$ cat src/rtl/lsu_pkg.sv
// Shared constants and types for the RV32I load/store unit.
package lsu_pkg;

  localparam int STRB_W = 4;

  localparam logic [2:0] F3_LB  = 3'b000;
  localparam logic [2:0] F3_LH  = 3'b001;
  localparam logic [2:0] F3_LW  = 3'b010;
  localparam logic [2:0] F3_LBU = 3'b100;
  localparam logic [2:0] F3_LHU = 3'b101;
  localparam logic [2:0] F3_SB  = 3'b000;
  localparam logic [2:0] F3_SH  = 3'b001;
  localparam logic [2:0] F3_SW  = 3'b010;

  typedef enum logic [1:0] {
    ST_IDLE = 2'd0,
    ST_REQ  = 2'd1,
    ST_RESP = 2'd2
  } lsu_state_e;

endpackage

$ cat src/rtl/load_store_unit_if.sv
// Execute-stage request, data-memory bus and write-back signals of the LSU.
interface load_store_unit_if
  import lsu_pkg::*;
#(
  parameter int ADDR_W = 32
);
  logic              req_valid;
  logic              req_ready;
  logic              req_load;
  logic [2:0]        req_funct3;
  logic [ADDR_W-1:0] req_addr;
  logic [31:0]       req_wdata;
  logic [4:0]        req_rd;

  logic              mem_valid;
  logic              mem_ready;
  logic              mem_we;
  logic [ADDR_W-1:0] mem_addr;
  logic [STRB_W-1:0] mem_wstrb;
  logic [31:0]       mem_wdata;
  logic              mem_rvalid;
  logic [31:0]       mem_rdata;

  logic              wb_valid;
  logic [4:0]        wb_rd;
  logic [31:0]       wb_data;
  logic              stall;
  logic              err;

  // LSU side
  modport slave (
    input  req_valid, req_load, req_funct3, req_addr, req_wdata, req_rd,
    input  mem_ready, mem_rvalid, mem_rdata,
    output req_ready, mem_valid, mem_we, mem_addr, mem_wstrb, mem_wdata,
    output wb_valid, wb_rd, wb_data, stall, err
  );

  // pipeline / memory side
  modport master (
    output req_valid, req_load, req_funct3, req_addr, req_wdata, req_rd,
    output mem_ready, mem_rvalid, mem_rdata,
    input  req_ready, mem_valid, mem_we, mem_addr, mem_wstrb, mem_wdata,
    input  wb_valid, wb_rd, wb_data, stall, err
  );

endinterface

$ cat src/rtl/lsu_align.sv
// Combinational store formatting, legality check and load lane extraction.
module lsu_align
  import lsu_pkg::*;
(
  input  logic              load_i,
  input  logic [2:0]        funct3_i,
  input  logic [1:0]        addr_lo_i,
  input  logic [31:0]       wdata_i,
  output logic              legal_o,
  output logic [STRB_W-1:0] wstrb_o,
  output logic [31:0]       wdata_o,
  input  logic [2:0]        rsp_funct3_i,
  input  logic [1:0]        rsp_lane_i,
  input  logic [31:0]       rdata_i,
  output logic [31:0]       ldata_o
);

  logic [31:0] lane_w;

  always_comb begin
    legal_o = 1'b0;
    if (load_i) begin
      case (funct3_i)
        F3_LB, F3_LBU: legal_o = 1'b1;
        F3_LH, F3_LHU: legal_o = ~addr_lo_i[0];
        F3_LW:         legal_o = (addr_lo_i == 2'b00);
        default:       legal_o = 1'b0;
      endcase
    end else begin
      case (funct3_i)
        F3_SB:   legal_o = 1'b1;
        F3_SH:   legal_o = ~addr_lo_i[0];
        F3_SW:   legal_o = (addr_lo_i == 2'b00);
        default: legal_o = 1'b0;
      endcase
    end
  end

  // store data is replicated across lanes so the strobe alone selects bytes
  always_comb begin
    wstrb_o = '0;
    wdata_o = wdata_i;
    case (funct3_i)
      F3_SB: begin
        wstrb_o = 4'b0001 << addr_lo_i;
        wdata_o = {4{wdata_i[7:0]}};
      end
      F3_SH: begin
        wstrb_o = addr_lo_i[1] ? 4'b1100 : 4'b0011;
        wdata_o = {2{wdata_i[15:0]}};
      end
      F3_SW:   wstrb_o = 4'b1111;
      default: wstrb_o = '0;
    endcase
  end

  always_comb begin
    lane_w = rdata_i >> {rsp_lane_i, 3'b000};
    case (rsp_funct3_i)
      F3_LB:   ldata_o = {{24{lane_w[7]}}, lane_w[7:0]};
      F3_LH:   ldata_o = {{16{lane_w[15]}}, lane_w[15:0]};
      F3_LBU:  ldata_o = {24'd0, lane_w[7:0]};
      F3_LHU:  ldata_o = {16'd0, lane_w[15:0]};
      default: ldata_o = lane_w;
    endcase
  end

endmodule

$ cat src/rtl/load_store_unit.sv
// RV32I load/store unit: one outstanding op, valid/ready data-memory bus, write-back.
module load_store_unit
  import lsu_pkg::*;
#(
  parameter int ADDR_W = 32
) (
  input  logic              clk,
  input  logic              reset,
  load_store_unit_if.slave  bus
);

  localparam logic [1:0] IDLE = 2'(ST_IDLE);
  localparam logic [1:0] REQ  = 2'(ST_REQ);
  localparam logic [1:0] RESP = 2'(ST_RESP);

  logic [1:0]        state_q, state_d;
  logic              load_q;
  logic [2:0]        funct3_q;
  logic [1:0]        lane_q;
  logic [4:0]        rd_q;
  logic [ADDR_W-1:0] mem_addr_q;
  logic [STRB_W-1:0] wstrb_q;
  logic [31:0]       wdata_q;
  logic              wb_valid_q;
  logic [4:0]        wb_rd_q;
  logic [31:0]       wb_data_q;
  logic              err_q;

  logic              accept, legal, rsp_fire;
  logic [STRB_W-1:0] fmt_strb;
  logic [31:0]       fmt_wdata, ldata;

  lsu_align u_align (
    .load_i       (bus.req_load),
    .funct3_i     (bus.req_funct3),
    .addr_lo_i    (bus.req_addr[1:0]),
    .wdata_i      (bus.req_wdata),
    .legal_o      (legal),
    .wstrb_o      (fmt_strb),
    .wdata_o      (fmt_wdata),
    .rsp_funct3_i (funct3_q),
    .rsp_lane_i   (lane_q),
    .rdata_i      (bus.mem_rdata),
    .ldata_o      (ldata)
  );

  assign accept   = bus.req_valid && (state_q == IDLE);
  // rvalid only counts once the request handshake has already moved us to RESP
  assign rsp_fire = (state_q == RESP) && bus.mem_rvalid;

  always_comb begin
    state_d = state_q;
    case (state_q)
      IDLE:    if (accept && legal) state_d = REQ;
      REQ:     if (bus.mem_ready) state_d = load_q ? RESP : IDLE;
      RESP:    if (bus.mem_rvalid) state_d = IDLE;
      default: state_d = IDLE;
    endcase
  end

  always_ff @(posedge clk) begin
    if (reset) begin
      state_q    <= IDLE;
      load_q     <= 1'b0;
      funct3_q   <= '0;
      lane_q     <= '0;
      rd_q       <= '0;
      mem_addr_q <= '0;
      wstrb_q    <= '0;
      wdata_q    <= '0;
      wb_valid_q <= 1'b0;
      wb_rd_q    <= '0;
      wb_data_q  <= '0;
      err_q      <= 1'b0;
    end else begin
      state_q    <= state_d;
      err_q      <= accept && !legal;
      wb_valid_q <= rsp_fire && (rd_q != 5'd0);
      if (accept && legal) begin
        load_q     <= bus.req_load;
        funct3_q   <= bus.req_funct3;
        lane_q     <= bus.req_addr[1:0];
        rd_q       <= bus.req_rd;
        mem_addr_q <= {bus.req_addr[ADDR_W-1:2], 2'b00};
        wstrb_q    <= bus.req_load ? '0 : fmt_strb;
        wdata_q    <= bus.req_load ? '0 : fmt_wdata;
      end
      if (rsp_fire) begin
        wb_rd_q   <= rd_q;
        wb_data_q <= ldata;
      end
    end
  end

  assign bus.req_ready = (state_q == IDLE);
  assign bus.stall     = (state_q != IDLE);
  assign bus.mem_valid = (state_q == REQ);
  assign bus.mem_we    = (state_q == REQ) && !load_q;
  assign bus.mem_addr  = mem_addr_q;
  assign bus.mem_wstrb = wstrb_q;
  assign bus.mem_wdata = wdata_q;
  assign bus.wb_valid  = wb_valid_q;
  assign bus.wb_rd     = wb_rd_q;
  assign bus.wb_data   = wb_data_q;
  assign bus.err       = err_q;

endmodule
$ cat src/flat_wrapper.sv
// flat-port wrapper written by rule: the top's interface ports become plain ports
module load_store_unit_flat import lsu_pkg::*;
#(
  parameter int ADDR_W = 32
)
  (clk, reset, bus_req_valid, bus_req_load, bus_req_funct3, bus_req_addr, bus_req_wdata, bus_req_rd, bus_mem_ready, bus_mem_rvalid, bus_mem_rdata, bus_req_ready, bus_mem_valid, bus_mem_we, bus_mem_addr, bus_mem_wstrb, bus_mem_wdata, bus_wb_valid, bus_wb_rd, bus_wb_data, bus_stall, bus_err);
  load_store_unit_if #(.ADDR_W(ADDR_W)) bus_i ();
  input  logic clk;
  input  logic reset;
  input wire logic [$bits(bus_i.req_valid)-1:0] bus_req_valid;
  input wire logic [$bits(bus_i.req_load)-1:0] bus_req_load;
  input wire logic [$bits(bus_i.req_funct3)-1:0] bus_req_funct3;
  input wire logic [$bits(bus_i.req_addr)-1:0] bus_req_addr;
  input wire logic [$bits(bus_i.req_wdata)-1:0] bus_req_wdata;
  input wire logic [$bits(bus_i.req_rd)-1:0] bus_req_rd;
  input wire logic [$bits(bus_i.mem_ready)-1:0] bus_mem_ready;
  input wire logic [$bits(bus_i.mem_rvalid)-1:0] bus_mem_rvalid;
  input wire logic [$bits(bus_i.mem_rdata)-1:0] bus_mem_rdata;
  output wire logic [$bits(bus_i.req_ready)-1:0] bus_req_ready;
  output wire logic [$bits(bus_i.mem_valid)-1:0] bus_mem_valid;
  output wire logic [$bits(bus_i.mem_we)-1:0] bus_mem_we;
  output wire logic [$bits(bus_i.mem_addr)-1:0] bus_mem_addr;
  output wire logic [$bits(bus_i.mem_wstrb)-1:0] bus_mem_wstrb;
  output wire logic [$bits(bus_i.mem_wdata)-1:0] bus_mem_wdata;
  output wire logic [$bits(bus_i.wb_valid)-1:0] bus_wb_valid;
  output wire logic [$bits(bus_i.wb_rd)-1:0] bus_wb_rd;
  output wire logic [$bits(bus_i.wb_data)-1:0] bus_wb_data;
  output wire logic [$bits(bus_i.stall)-1:0] bus_stall;
  output wire logic [$bits(bus_i.err)-1:0] bus_err;
  assign bus_i.req_valid = bus_req_valid;
  assign bus_i.req_load = bus_req_load;
  assign bus_i.req_funct3 = bus_req_funct3;
  assign bus_i.req_addr = bus_req_addr;
  assign bus_i.req_wdata = bus_req_wdata;
  assign bus_i.req_rd = bus_req_rd;
  assign bus_i.mem_ready = bus_mem_ready;
  assign bus_i.mem_rvalid = bus_mem_rvalid;
  assign bus_i.mem_rdata = bus_mem_rdata;
  assign bus_req_ready = bus_i.req_ready;
  assign bus_mem_valid = bus_i.mem_valid;
  assign bus_mem_we = bus_i.mem_we;
  assign bus_mem_addr = bus_i.mem_addr;
  assign bus_mem_wstrb = bus_i.mem_wstrb;
  assign bus_mem_wdata = bus_i.mem_wdata;
  assign bus_wb_valid = bus_i.wb_valid;
  assign bus_wb_rd = bus_i.wb_rd;
  assign bus_wb_data = bus_i.wb_data;
  assign bus_stall = bus_i.stall;
  assign bus_err = bus_i.err;
  load_store_unit #(.ADDR_W(ADDR_W)) u_core (.clk(clk), .reset(reset), .bus(bus_i));
endmodule
$ cat config.mk
export PLATFORM = sky130hd
export DESIGN_NAME = load_store_unit_flat
export DESIGN_NICKNAME = d
export VERILOG_FILES = /design/src/rtl/lsu_pkg.sv /design/src/rtl/load_store_unit_if.sv /design/src/rtl/lsu_align.sv /design/src/rtl/load_store_unit.sv /design/src/flat_wrapper.sv
export SDC_FILE = /design/constraint.sdc
export NUM_CORES = 1
export LEC_CHECK = 0
export ABC_AREA = 1
export ABC_CLOCK_PERIOD_IN_PS = 2200
export CORE_MARGIN = 5
export CORE_UTILIZATION = 39
export DETAILED_ROUTE_END_ITERATION = 10
export GPL_ROUTABILITY_DRIVEN = 0
export GPL_TIMING_DRIVEN = 0
export PLACE_DENSITY = 0.72
export SLEW_MARGIN = 20
export SYNTH_ARGS = -nofsm -noshare
export SYNTH_HDL_FRONTEND = slang
export SYNTH_SLANG_ARGS = --single-unit
$ cat constraint.sdc
create_clock -name clk -period 2.2 [get_ports clk]
set_input_delay 0.66 -clock clk [delete_from_list [all_inputs] [get_ports clk]]
set_output_delay 0.66 -clock clk [all_outputs]
set_load 0.05 [all_outputs]
==> results.md, run 1 <==
Die:
- For this configuration, the core starts out at a cell density of 39.7%.
- In this run the core area contains 45 standard-cell rows.
- The core outline area is 15200 um^2.
- The die covers 18100 um^2.
- From left edge to right edge, the die measures 134 um.
- The floorplan step set the die height to approximately 130 um.
- The I/O pin total is 221.

STA:
- The hold slack is between 0.4 and 0.5 ns.
- At the pin with the least slew margin, the transition time is approximately 0.60 ns.
- The clock tree skew after final layout is 0.00843 ns.
- Setup repair after global routing left no endpoint under its margin.
- The number of pins with negative max-slew slack in the final report came to 0.
- The highest attainable clock frequency is 0.475 GHz.
- The setup-violating endpoint count in the final report is 0.
- The normalized max-slew margin is 59.8%.
- The count of endpoints failing hold in the final timing report is 0.
- Across all setup checks in the final design, the least slack found is 0.0954 ns.
- Of the available clock period, the critical path in the final layout requires 95.7%.
- The shortest clock period the worst path allows after layout is 2.10 ns.

CTS:
- The clock passes through at most 2 buffers.
- The H-tree level count is 4.
- TritonCTS built the clock tree.
- The clock-pin slew reported for the worst setup and hold paths after clock tree synthesis is 0.05 ns.
- Counting the buffers created by CTS gives 17.
- Hold repair after CTS inserted 0 buffers.
- For the worst-skew pair, the clock arrives at the later sink with an insertion delay of around 0.41 ns.
- The total clock sinks is between 100 and 150.
- In this run the clock root is driven by a sky130_fd_sc_hd__clkbuf_16.

Synthesis:
- The mean post-synth cell area is between 6 and 7 um^2.
- The leading register cell type out of synthesis is sky130_fd_sc_hd__dfxtp_1.
- Counting flops and latches in the post-synthesis netlist gives around 120.
- The number of synthesized flops with an enable pin is 0.
- Among all cell types in the netlist, the one instantiated most often is sky130_fd_sc_hd__nand2_1.
- The synthesized-area fraction occupied by and/or/nand/nor cells is about a third.
- The count of synthesis-stage warnings from yosys is 0.
- The async set or reset register ratio after synthesis is 0%.
- The synthesized-area fraction occupied by ao, oa, aoi and oai cells is 11.3%.
- The share of synthesized area in the top cell type comes to 39.1%.
- After synthesis, the cell types taking the most area are sky130_fd_sc_hd__dfxtp_1 39%, sky130_fd_sc_hd__nand2_1 16%, sky130_fd_sc_hd__nor2_1 11%, sky130_fd_sc_hd__inv_1 9.9%, sky130_fd_sc_hd__nand3_1 5.1%.
- After synthesis, the most frequently instantiated cells are 256 x sky130_fd_sc_hd__nand2_1, 175 x sky130_fd_sc_hd__nor2_1, 160 x sky130_fd_sc_hd__inv_1, 118 x sky130_fd_sc_hd__dfxtp_1, 62 x sky130_fd_sc_hd__nand3_1.
- The cell taking the most area after synthesis is sky130_fd_sc_hd__dfxtp_1.
- The main combinational cell family by area after synthesis is simple AND/OR/NAND/NOR gates.
- The number of different library cells in the post-synthesis netlist is 22.
- The share of synthesized cell area in full adder, half adder and majority cells is 0%.
- The area of the mapped netlist is around 6000 um^2.
- In the synthesized netlist, mux cells make up 0% of the area.
- The sequential share of the synthesized area is between 30% and 40%.
- The synthesized-area fraction occupied by xor and xnor cells is 0%.
- Synthesis produced a netlist whose cell count is 969.

Pwr:
- Dividing total power by cell area gives a power density of roughly 730 nW/um^2.
- The proportion of power drawn by flip-flops and latches is between 30% and 40%.
- The completed layout was analyzed and its total power is 6.55 mW.
- Of the total power, combinational logic draws 18.8%.
- The analysis attributes to net switching a power of 1.80 mW.
- The net switching fraction of the power is 27.5%.
- The total leakage power is 4.92 nW.
- The clock network power share is 46.5%.
- The design internal power is between 4 and 5 mW.
- VDD sags by at most approximately 570 uV.

Global routing:
- The number of global-route vias before repair was roughly 6100.
- The first global-routing pass estimated around 31 mm of wire.
- The total track usage is a little over a fifth.
- The number of antenna violations at the first check in global routing is 0.
- The total global routing overflow is 0.
- The maximum number of pins on one net before global-route repair is 17.

Place:
- The post-DP HPWL is between 15 and 20 mm.
- The number of I/O port buffers is around 220.
- The pre-CTS setup slack is -0.385 ns.

Worst hold path:
- The tightest min-delay check is of the reg2reg type.
- The count of cells along the worst hold path is 2.
- The worst hold path terminates at u_core.bus.wb_rd[0].
- In this run the most critical hold path is launched from u_core.rd_q[0].

Worst setup path:
- The length in cells of the worst reg-to-reg path is 7.
- The signal arrival time at the worst endpoint is between 2 and 2.5 ns.
- The worst reg2reg path startpoint is u_core.state_q[1].
- In this run the register-to-register setup slack is 0.49 ns.
- In this run the worst path has a maximum fanout of 10.
- The terminus of the critical flop-to-flop path is u_core.bus.mem_wdata[19].
- The critical path endpoint category is a flop.
- The type of origin of the critical path is a primary input.
- STA puts the critical path data required time at 2.50 ns.
- The critical path is of the in2reg type.

Routing:
- The average detailed-routed wire length per instance is 14.5 um.
- Summed over all layers, the routed wires come to 20.4 mm.
- The DRC marker count from the first detailed-route iteration is 640.
- The routed layout has 6648 vias.
- The remaining antenna violation count is 0.
- For this run, the detailed router's first-pass iteration total came to 5.
- In the routed design, unresolved DRC markers number 0.
- The routed via count divided by cell count is ~4.7.

Final layout:
- The number of inserted diodes is 0.
- For this run, the post-layout net count is 1319.
- The post-route netlist has slightly above 7% of its cells at a drive strength greater than 1.
- From synthesis to final layout, the design area changed by 48.8%.

Run status:
- The flow ran to the end, and the final reports show no timing, DRC or antenna violations.

Job:
- The count of max-cap constraint violations is 0.
-- registers in the layout (all words and copies together) (netlist names) --
name,count
u_core.funct3_q,3
u_core.load_q,1
u_core.rd_q,5
u_core.state_q,2
u_core.bus.wb_data,32
u_core.bus.mem_wdata,32
u_core.lane_q,2
u_core.bus.err,1
u_core.bus.mem_wstrb,4
u_core.bus.mem_addr,30
u_core.bus.wb_rd,5
u_core.bus.wb_valid,1
-- how the worst max path moves through the flow --
| stage | start | endpoint | slack (ns) | depth (start not counted) |
|---|---|---|---|---|
| 3_5_place_dp | bus_req_funct3[2] | u_core.bus.mem_wdata[19] | -0.38 | 8 |
| 2_1_floorplan | u_core.state_q[1] | bus_stall | 0.04 | 2 |
| 4_1_cts | u_core.state_q[0] | bus_mem_valid | 0.0009 | 3 |
| 6_report | bus_req_funct3[2] | u_core.bus.mem_wdata[19] | 0.1 | 8 |
| 5_1_grt | bus_req_funct3[1] | u_core.bus.mem_wdata[14] | 0.02 | 9 |
| 3_3_place_gp | bus_req_funct3[2] | u_core.bus.mem_wdata[17] | -0.38 | 9 |
-- cell families after synthesis --
| family | count (synthesis) |
|---|---|
| and+or+nand+nor | 517 |
| AOI/OAI and AO/OA | 113 |
| other | 1 |
| DFF | 118 |
| buffers and inverters | 220 |
-- metal layers --
layer / part of all wire, % / track usage [%] / vias up
met5: 0 / 0 / -
met4: 2.9 / 8.99 / 0
met3: 8.1 / 5.03 / 37
met2: 45 / 34.6 / 291
met1: 44 / 28.9 / 2896
li1: - / - / 3424
-- critical path, cell delays in order --
cell	delay, ns
sky130_fd_sc_hd__clkdlybuf4s50_1	0.51
sky130_fd_sc_hd__nor2_1	0.22
sky130_fd_sc_hd__nand3_1	0.09
sky130_fd_sc_hd__nand2_1	0.10
sky130_fd_sc_hd__nand3_2	0.15
sky130_fd_sc_hd__clkbuf_1	0.31
sky130_fd_sc_hd__o21ai_0	0.30
sky130_fd_sc_hd__nor2_1	0.06
-- placed cells by master (no fill, tap or decap), drive strengths merged, types with 8 or more instances in the layout --
cell type and n:
clkbuf 52, o211ai 22, nand2 256, a21oi 31
o21a 23, nand4 9, nor2 176, clkdlybuf4s50 107
dlygate4sd2 105, nand3 63, or2 8, dfxtp 118
inv 160, o21ai 35, buf 39
-- metrics by stage --
stage               instances  util, %  setup TNS (ns)  area (um^2)
floorplan                 970        -               0         6050
global placement         1374     55.5          -27.07         8440
detailed placement       1374     55.5          -28.05         8440
CTS                      1405     59.0               0         8960
global route             1409     59.1               0         8990
finish                   1409     59.1               0         8990
-- cell type report --
cell class | count | area (um^2)
Buffer | 60 | 307
Clock buffer | 24 | 512
Clock inverter | 7 | 140
Fill cell | 1532 | 6210
Inverter | 160 | 601
Multi-Input combinational cell | 632 | 2790
Sequential cell | 118 | 2360
Tap cell | 188 | 235
Timing Repair Buffer | 220 | 2050
-- timing repair --
| action | CTS | global route |
|---|---|---|
| resized for setup | 115 | 11 |
| setup buffers | 0 | 4 |
| pin swaps | 0 | 1 |
| endpoints found under the setup margin | 109 | 44 |
| gates cloned | 0 | 0 |
-- power groups by stage --
stage | sequential [mW] | clock [mW] | combinational (mW)
after floorplan | 2.58 | 0 | 0.497
after global routing | 2.28 | 3.20 | 1.33
after global placement | 2.32 | 0 | 1.26
after detailed placement | 2.32 | 0 | 1.27
after CTS | 2.27 | 3.09 | 1.22
final | 2.27 | 3.04 | 1.23
Note: power is estimated with default switching activity, not from simulation.
==> run 2: changes to the inputs <==
RECOVER_POWER = 100   (was default)
==> results.md, run 2 (synthesized netlist as in run 1, its figures left out) <==
Final layout:
- After the flow finishes, the layout carries non-filler instances totaling 1409.
- The post-layout utilization of the core is 59.1%.
- The combined area of the multi-input logic cells is ~2800 um^2.
- The filler cells instantiated in the layout total around 1500.
- The final layout contains approximately 1300 nets.
- The number of inserted diodes is 0.
- In the final layout, flip-flops and latches occupy 2360 um^2.
- In the layout the commonest cells are 256 x sky130_fd_sc_hd__nand2_1, 174 x sky130_fd_sc_hd__nor2_1, 160 x sky130_fd_sc_hd__inv_1.
- The fraction of layout cells with a size suffix above 1 is under 10%.
- The library cell used most frequently in the layout, excluding fill and tap cells, is sky130_fd_sc_hd__nand2_1.
- From synthesis to final layout, the design area changed by 48.7%.

Die:
- From left edge to right edge, the die measures 134 um.
- The initial core utilization is 39.7%.
- The I/O pin total is between 200 and 250.
- The count of standard-cell rows is 45.
- The die is 134 um tall.
- The region available for standard cell placement spans 15200 um^2.
- The die covers between 15000 and 20000 um^2.

CTS:
- The H-tree was split into 4 levels.
- The total clock sinks is 118.
- The clock root buffer master is sky130_fd_sc_hd__clkbuf_16.
- Hold repair after CTS inserted 0 buffers.
- The number of buffers between clock root and the deepest sink is 2.
- The clock reaches the later pin of the worst-skew pair after 0.41 ns.
- TritonCTS created 17 clock buffers.
- The TritonCTS clock tree is done.
- After clock tree synthesis, the clock-pin slew on the worst setup and hold paths is 0.05 ns.

Worst setup path:
- The reg-to-reg setup timing slack is 0.45 ns.
- Data on the critical path is required at its endpoint by between 2 and 3 ns.
- The largest fanout of any net on the critical path is 10.
- The length in cells of the worst reg-to-reg path is 7.
- The terminus of the critical flop-to-flop path is u_core.bus.mem_wdata[19].
- The highest cell delay on the worst timing path is 0.51 ns.
- The cell seen most often among critical-path stages is sky130_fd_sc_hd__nor2_1.
- The cell family contributing the most delay on the critical path is buffers and inverters.
- STA puts the critical path data arrival time at about 2.4 ns.
- Traced cell by cell, the critical path runs through clkdlybuf4s50_1 > nor2_1 > nand3_1 > nand2_1 > nand3_2 > clkbuf_1 > o21ai_0 > nor2_1.
- The critical path endpoint category is a flop.
- The worst reg2reg path startpoint is u_core.state_q[1].
- The number of logic stages on the critical path including buffering is 8.
- The worst path buffer plus inverter count is 2.
- The type of origin of the critical path is a primary input.
- The cell at the slowest stage of the critical path is sky130_fd_sc_hd__clkdlybuf4s50_1.
- The type of the worst setup path is in2reg.

Worst hold path:
- The startpoint identified for the worst hold timing path is u_core.rd_q[0].
- The worst hold path terminates at u_core.bus.wb_rd[0].
- In this run the worst hold path is classified as reg2reg.
- The count of cells along the worst hold path is 2.

Routing:
- The first detailed-routing pass took 7 iterations.
- The routed layout has 6632 vias.
- Once detail routing completed, the nets flagged for antenna violations numbered 0.
- Summed over all layers, the routed wires come to 20.3 mm.
- The DRC marker count from the first detailed-route iteration is 644.
- The number of DRC violations after detailed routing is 0.
- The average detailed-routed wire length per instance is around 14 um.
- Dividing the detail-routed via count by the number of cells gives about 4.7.

Place:
- The count of buffers added on input and output ports is approximately 220.
- Including well taps, the total number of placed cells is ~1400.
- The wire-length estimate of the detail-placed layout is 15.4 mm.

STA:
- In this run the tightest slew margin relative to its limit is 59.9%.
- The highest attainable clock frequency is 0.467 GHz.
- Setup repair after global routing left no endpoint under its margin.
- In the finished design, the share of the clock period the worst path needs comes to 97.3%.
- Setup violations remaining at the end of the flow were counted as 0.
- Setup total negative slack on the finished layout was measured at 0 ns.
- At the pin with the least slew margin, the transition time is about 0.6 ns.
- The clock tree skew after final layout is 0.00795 ns.
- The number of pins with negative max-slew slack in the final report is 0.
- Final hold analysis gives a worst-case slack of approximately 0.49 ns.
- The clock period could shrink to 2.14 ns.
- The count of endpoints failing hold in the final timing report is 0.

Run status:
- The flow ran to the end, and the final reports show no timing, DRC or antenna violations.

Pwr:
- The analysis attributes to cell leakage a power of 4.91 nW.
- In this run the power density over the cells is 728 nW/um^2.
- IR analysis of the VDD net gives a maximum drop of 565 uV.
- After layout, the design draws a total of 6.54 mW.

Global routing:
- The first-pass GRT wire length is 31.4 mm.
- The number of antenna violations at the first check in global routing is 0.
- The total global routing overflow is 0.
- Global routing used between 20% and 30% of the available tracks across all layers.
- The number of global-route vias before repair came to 6087.
- The maximum number of pins on one net before global-route repair is 17.

Job:
- Max-cap violations in this run came to 0.
[run 2: cell count changes in the layout (fill, tap and decap cells not counted)]
cell	change
sky130_fd_sc_hd__clkbuf_2	+4
sky130_fd_sc_hd__clkdlybuf4s50_1	-2
sky130_fd_sc_hd__buf_6	-1
sky130_fd_sc_hd__dlygate4sd3_1	+2
sky130_fd_sc_hd__buf_4	+1
sky130_fd_sc_hd__clkbuf_1	+3
sky130_fd_sc_hd__buf_2	-7
[run 2: through the flow]
| stage | setup WS (ns) | instance area [um^2] |
|---|---|---|
| final | 0.0599 | 8980 |
| after detailed placement | -0.385 | 8440 |
| after CTS | 0.000910 | 8960 |
| after floorplan | 0.0408 | 6050 |
| after global placement | -0.380 | 8440 |
| after global routing | 0.0158 | 8980 |
[run 2: what timing repair did]
action,CTS,global route
buffers inserted,0,4
gates resized for setup,115,11
setup endpoints to repair,109,44
pin swaps,0,1
[run 2: power by group]
part	internal [mW]	leakage, nW	switching, mW
logic	0.440	3.64	0.787
registers	2.23	0.959	0.0414
clock network	2.07	0.315	0.968
[run 2: cell type report]
type	instances	share of cell area (%)
Sequential cell	118	26.3
Buffer	60	3.33
Clock buffer	24	5.70
Tap cell	188	2.62
Multi-Input combinational cell	632	31.0
Timing Repair Buffer	220	22.8
Clock inverter	7	1.56
Inverter	160	6.69
[run 2: metal layers]
metal | vias to the layer above | part of all wire [%] | global-route usage (%)
met4 | 0 | 2.9 | 8.99
li1 | 3427 | - | -
met5 | - | 0 | 0
met1 | 2877 | 44 | 28.9
met3 | 38 | 8.0 | 5.03
met2 | 290 | 45 | 34.6
[run 2: worst reg2reg max path: cells and delay by family, from the launching register on]
| family | cells | cell delay, ns |
|---|---|---|
| AO/OA/AOI/OAI | 1 | 0.33 |
| buffers and inverters | 2 | 0.41 |
| flip-flops | 1 | 0.35 |
| AND/OR/NAND/NOR | 4 | 0.55 |
[run 2: worst max-delay path by stage]
stage,start,end,slack (ns)
2_1_floorplan,u_core.state_q[1],bus_stall,0.04
5_1_grt,bus_req_funct3[2],u_core.funct3_q[1],0.02
6_report,bus_req_funct3[2],u_core.bus.mem_wdata[19],0.06
3_3_place_gp,bus_req_funct3[2],u_core.bus.mem_wdata[17],-0.38
3_5_place_dp,bus_req_funct3[2],u_core.bus.mem_wdata[19],-0.38
4_1_cts,u_core.state_q[0],bus_mem_valid,0.0009
==> run 3: changes to the inputs <==
CORE_ASPECT_RATIO = 1.75   (was default)
PLACE_DENSITY = 0.73   (was 0.72)
SYNTH_HIERARCHICAL = 1   (was default)
==> results.md, run 3 <==
Synthesis:
- The area of the mapped netlist is between 5000 and 6000 um^2.
- The mean post-synth cell area is 7.13 um^2.
- Counting flops with an async set or reset pin after synthesis yields a share of 0%.
- Summed over its instances, the top area cell type makes up 41.9% of the synthesized netlist area.
- Yosys attributes the largest share of cell area to sky130_fd_sc_hd__dfxtp_1 42%, sky130_fd_sc_hd__nand2_1 16%, sky130_fd_sc_hd__a21oi_1 11%, sky130_fd_sc_hd__inv_1 4.6%, sky130_fd_sc_hd__o21ai_0 3.5%.
- For this run, the number of Yosys warnings is 6.
- The cell count after synthesis is 791.
- The register bit total from synthesis is 118.
- The leading register cell type out of synthesis is sky130_fd_sc_hd__dfxtp_1.
- The number of synthesized flops with an enable pin is 0.
- Summed over all instances, the cell type with the most area after synthesis is sky130_fd_sc_hd__dfxtp_1.
- The number of different library cells in the post-synthesis netlist is 33.
- The sequential share of the synthesized area is 41.9%.
- In the synthesized netlist, the cells that appear most often are 246 x sky130_fd_sc_hd__nand2_1, 126 x sky130_fd_sc_hd__a21oi_1, 118 x sky130_fd_sc_hd__dfxtp_1, 69 x sky130_fd_sc_hd__inv_1, 39 x sky130_fd_sc_hd__o21ai_0.
- The most common cell in the synthesized netlist is sky130_fd_sc_hd__nand2_1.

Pwr:
- The worst-case IR drop observed on VDD is 544 uV.
- The total power density per cell area is roughly 790 nW/um^2.
- The analysis attributes to cell leakage a power of roughly 3.9 nW.

CTS:
- TritonCTS built the clock tree.
- The total clock sinks is between 100 and 150.
- The clock root buffer master is sky130_fd_sc_hd__clkbuf_16.
- The clock-pin slew reported for the worst setup and hold paths after clock tree synthesis is about 0.060 ns.
- The number of buffers between clock root and the deepest sink is 2.
- The number of buffers inserted during clock tree synthesis is 17.
- The H-tree level count is 4.
- At the later pin of the worst-skew pair, clock insertion delay measures 0.41 ns.

Worst setup path:
- The signal arrival time at the worst endpoint is 2.46 ns.
- The largest fanout of any net on the critical path is 10.
- The worst setup path is captured at a flop.
- The data required time at the worst endpoint is about 2.5 ns.
- The startpoint of the most critical setup path is bus_mem_rvalid.
- The critical path is of the in2reg type.
- The worst reg2reg path startpoint is u_core/state_q[0].
- STA classifies the critical path startpoint as a primary input.

Final layout:
- The final layout net count is 1139.
- The top cell types in the final layout, fill and taps aside, are 245 x sky130_fd_sc_hd__nand2_1, 126 x sky130_fd_sc_hd__a21oi_1, 117 x sky130_fd_sc_hd__dfxtp_1.
- The post-route cell area is 8510 um^2.
- The number of antenna diodes in the final layout is 0.
- The fraction of layout cells with a size suffix above 1 is roughly 11%.
- From synthesis to final layout, the design area changed by 50.9%.
- Leaving out fill and tap cells, the most frequent cell in the layout is sky130_fd_sc_hd__nand2_1.
- The post-layout utilization of the core is 59.5%.

Die:
- The die covers 17100 um^2.
- The core outline area is 14300 um^2.
- The vertical die dimension is 169 um.
- The initial core utilization is 39.4%.
- Pin placement for this block handled 221 I/O pins.
- The die extent in x is 101 um.
- The count of standard-cell rows is 58.

STA:
- For the pin with the worst max-slew slack, the measured transition is 0.671 ns.
- Headroom to the max-slew limit came out at a little under three fifths.
- The smallest setup slack after layout is roughly 0.073 ns.
- The setup-violating endpoint count in the final report is 0.
- The shortest clock period the worst path allows after layout is 2.13 ns.
- The number of pins with negative max-slew slack in the final report is 0.
- Setup repair after global routing left no endpoint under its margin.
- The count of endpoints failing hold in the final timing report is 0.
- In the finished design, the share of the clock period the worst path needs comes to 96.7%.
- The clock tree skew after final layout is approximately 0.0087 ns.
- The highest attainable clock frequency is around 0.47 GHz.

Job:
- The count of max-cap constraint violations is 0.

Routing:
- The average detailed-routed wire length per instance is 16.1 um.
- The count of nets left with antenna violations once routing finished came out at 0.
- Routed signal wires occupy layers up through met4.
- Using the TritonRoute via totals, the vias-per-cell ratio works out to 4.90.
- In the detailed route, the total length drawn on met3 is around 1.5 mm.
- The number of DRC violations after detailed routing is 0.
- The detailed router put a total of between 6 and 7 mm of wire on met1.
- The detailed-routing iteration count for the pre-antenna-repair pass is 5.
- The routed layout has 5988 vias.
- The DRC marker count from the first detailed-route iteration is 209.
- The final layout contains routed wiring with a total length of 19.6 mm.
- The sum of met2 wire segment lengths after detailed routing is about 10 mm.

Global routing:
- The number of global-route vias before repair is 5958.
- Global routing finished with a remaining overflow of 0.
- The total track usage is 22.8%.
- The maximum number of pins on one net before global-route repair is 17.
- The first global-routing pass estimated between 30 and 40 mm of wire.
- The number of antenna violations at the first check in global routing was 0.

Worst hold path:
- The tightest min-delay check is of the reg2reg type.
- In this run the most critical hold path is launched from u_core/bus.mem_addr[30].

Place:
- Detailed placement ended at an HPWL of about 15 mm.
- The pre-CTS setup slack is -0.532 ns.
- The number of I/O port buffers is 217.
- The cell area after placement is 8050 um^2.

Run status:
- The flow ran to the end, and the final reports show no timing, DRC or antenna violations.
[run 3: changes by cell type after synthesis, sizes merged, moves of 6 or more]
cell and delta:
a21oi +95, a22oi +6, buf +13, clkbuf -10
inv -87, nand2 -6, nand3 -15, nand4 -8
nor2 -155, o211ai -9, o21a -23, o21ai +28
or2 -8
[run 3: cell type report]
type / instances / area [um^2]
Timing Repair Buffer: 218 / 2040
Fill cell: 1402 / 5790
Tap cell: 180 / 225
Multi-Input combinational cell: 538 / 2580
Clock inverter: 13 / 149
Buffer: 63 / 438
Inverter: 73 / 282
Sequential cell: 118 / 2360
Clock buffer: 19 / 433
[run 3: cells by family after synthesis]
kind of cell	after synthesis	share of synthesized area, %
AND/OR/NAND/NOR	327	26.0
other	1	0.0665
flip-flops	118	41.9
buffers and inverters	136	12.6
AO/OA/AOI/OAI	209	19.4
[run 3: worst max-delay path: stages]
cell                            delay (ns)
sky130_fd_sc_hd__dlygate4sd3_1        0.56
sky130_fd_sc_hd__nand3_1              0.32
sky130_fd_sc_hd__inv_1                0.35
sky130_fd_sc_hd__clkbuf_2             0.30
sky130_fd_sc_hd__nand2_1              0.13
sky130_fd_sc_hd__a21oi_1              0.14
[run 3: worst paths after layout]
kind                            depth (start not counted)  slack (ns)                       to
worst min register to register                          2        0.44  u_core/bus.mem_addr[30]
worst min-delay path                                    2        0.44  u_core/bus.mem_addr[30]
worst max register to register                          6        0.36    u_core/bus.wb_data[9]
worst max-delay path                                    6        0.07    u_core/bus.wb_data[9]
[run 3: per-stage QoR]
step	cells	hold WS, ns	total power, mW	TNS, ns
detailed placement	1189	0.435	4.11	-36.22
finish	1222	0.438	6.73	0
global route	1222	0.456	7.04	0
floorplan	792	0.424	3.45	0
global placement	1189	0.432	4.10	-33.89
CTS	1221	0.441	6.80	0
[run 3: report_power, final]
group / internal [mW] / switching (mW) / total (mW) / leakage (nW)
Combinational: 0.575 / 1.07 / 1.64 / 2.68
Sequential: 2.27 / 0.0678 / 2.34 / 0.959
Clock: 1.68 / 1.06 / 2.75 / 0.275
Total: 4.53 / 2.20 / 6.73 / 3.92
[run 3: what timing repair did]
action                                  CTS  global route
buffers inserted                          0             1
hold buffers                              0             0
gates cloned                              0             0
endpoints found under the setup margin  168            75
pin swaps                                 0             1
gates resized for setup                 117            16
[run 3: routing by layer]
layer / vias to the layer above / global-route usage (%)
li1: 3023 / -
met1: 2668 / 22.6
met2: 249 / 42.8
met3: 48 / 6.27
met4: 0 / 10.6
met5: - / 0
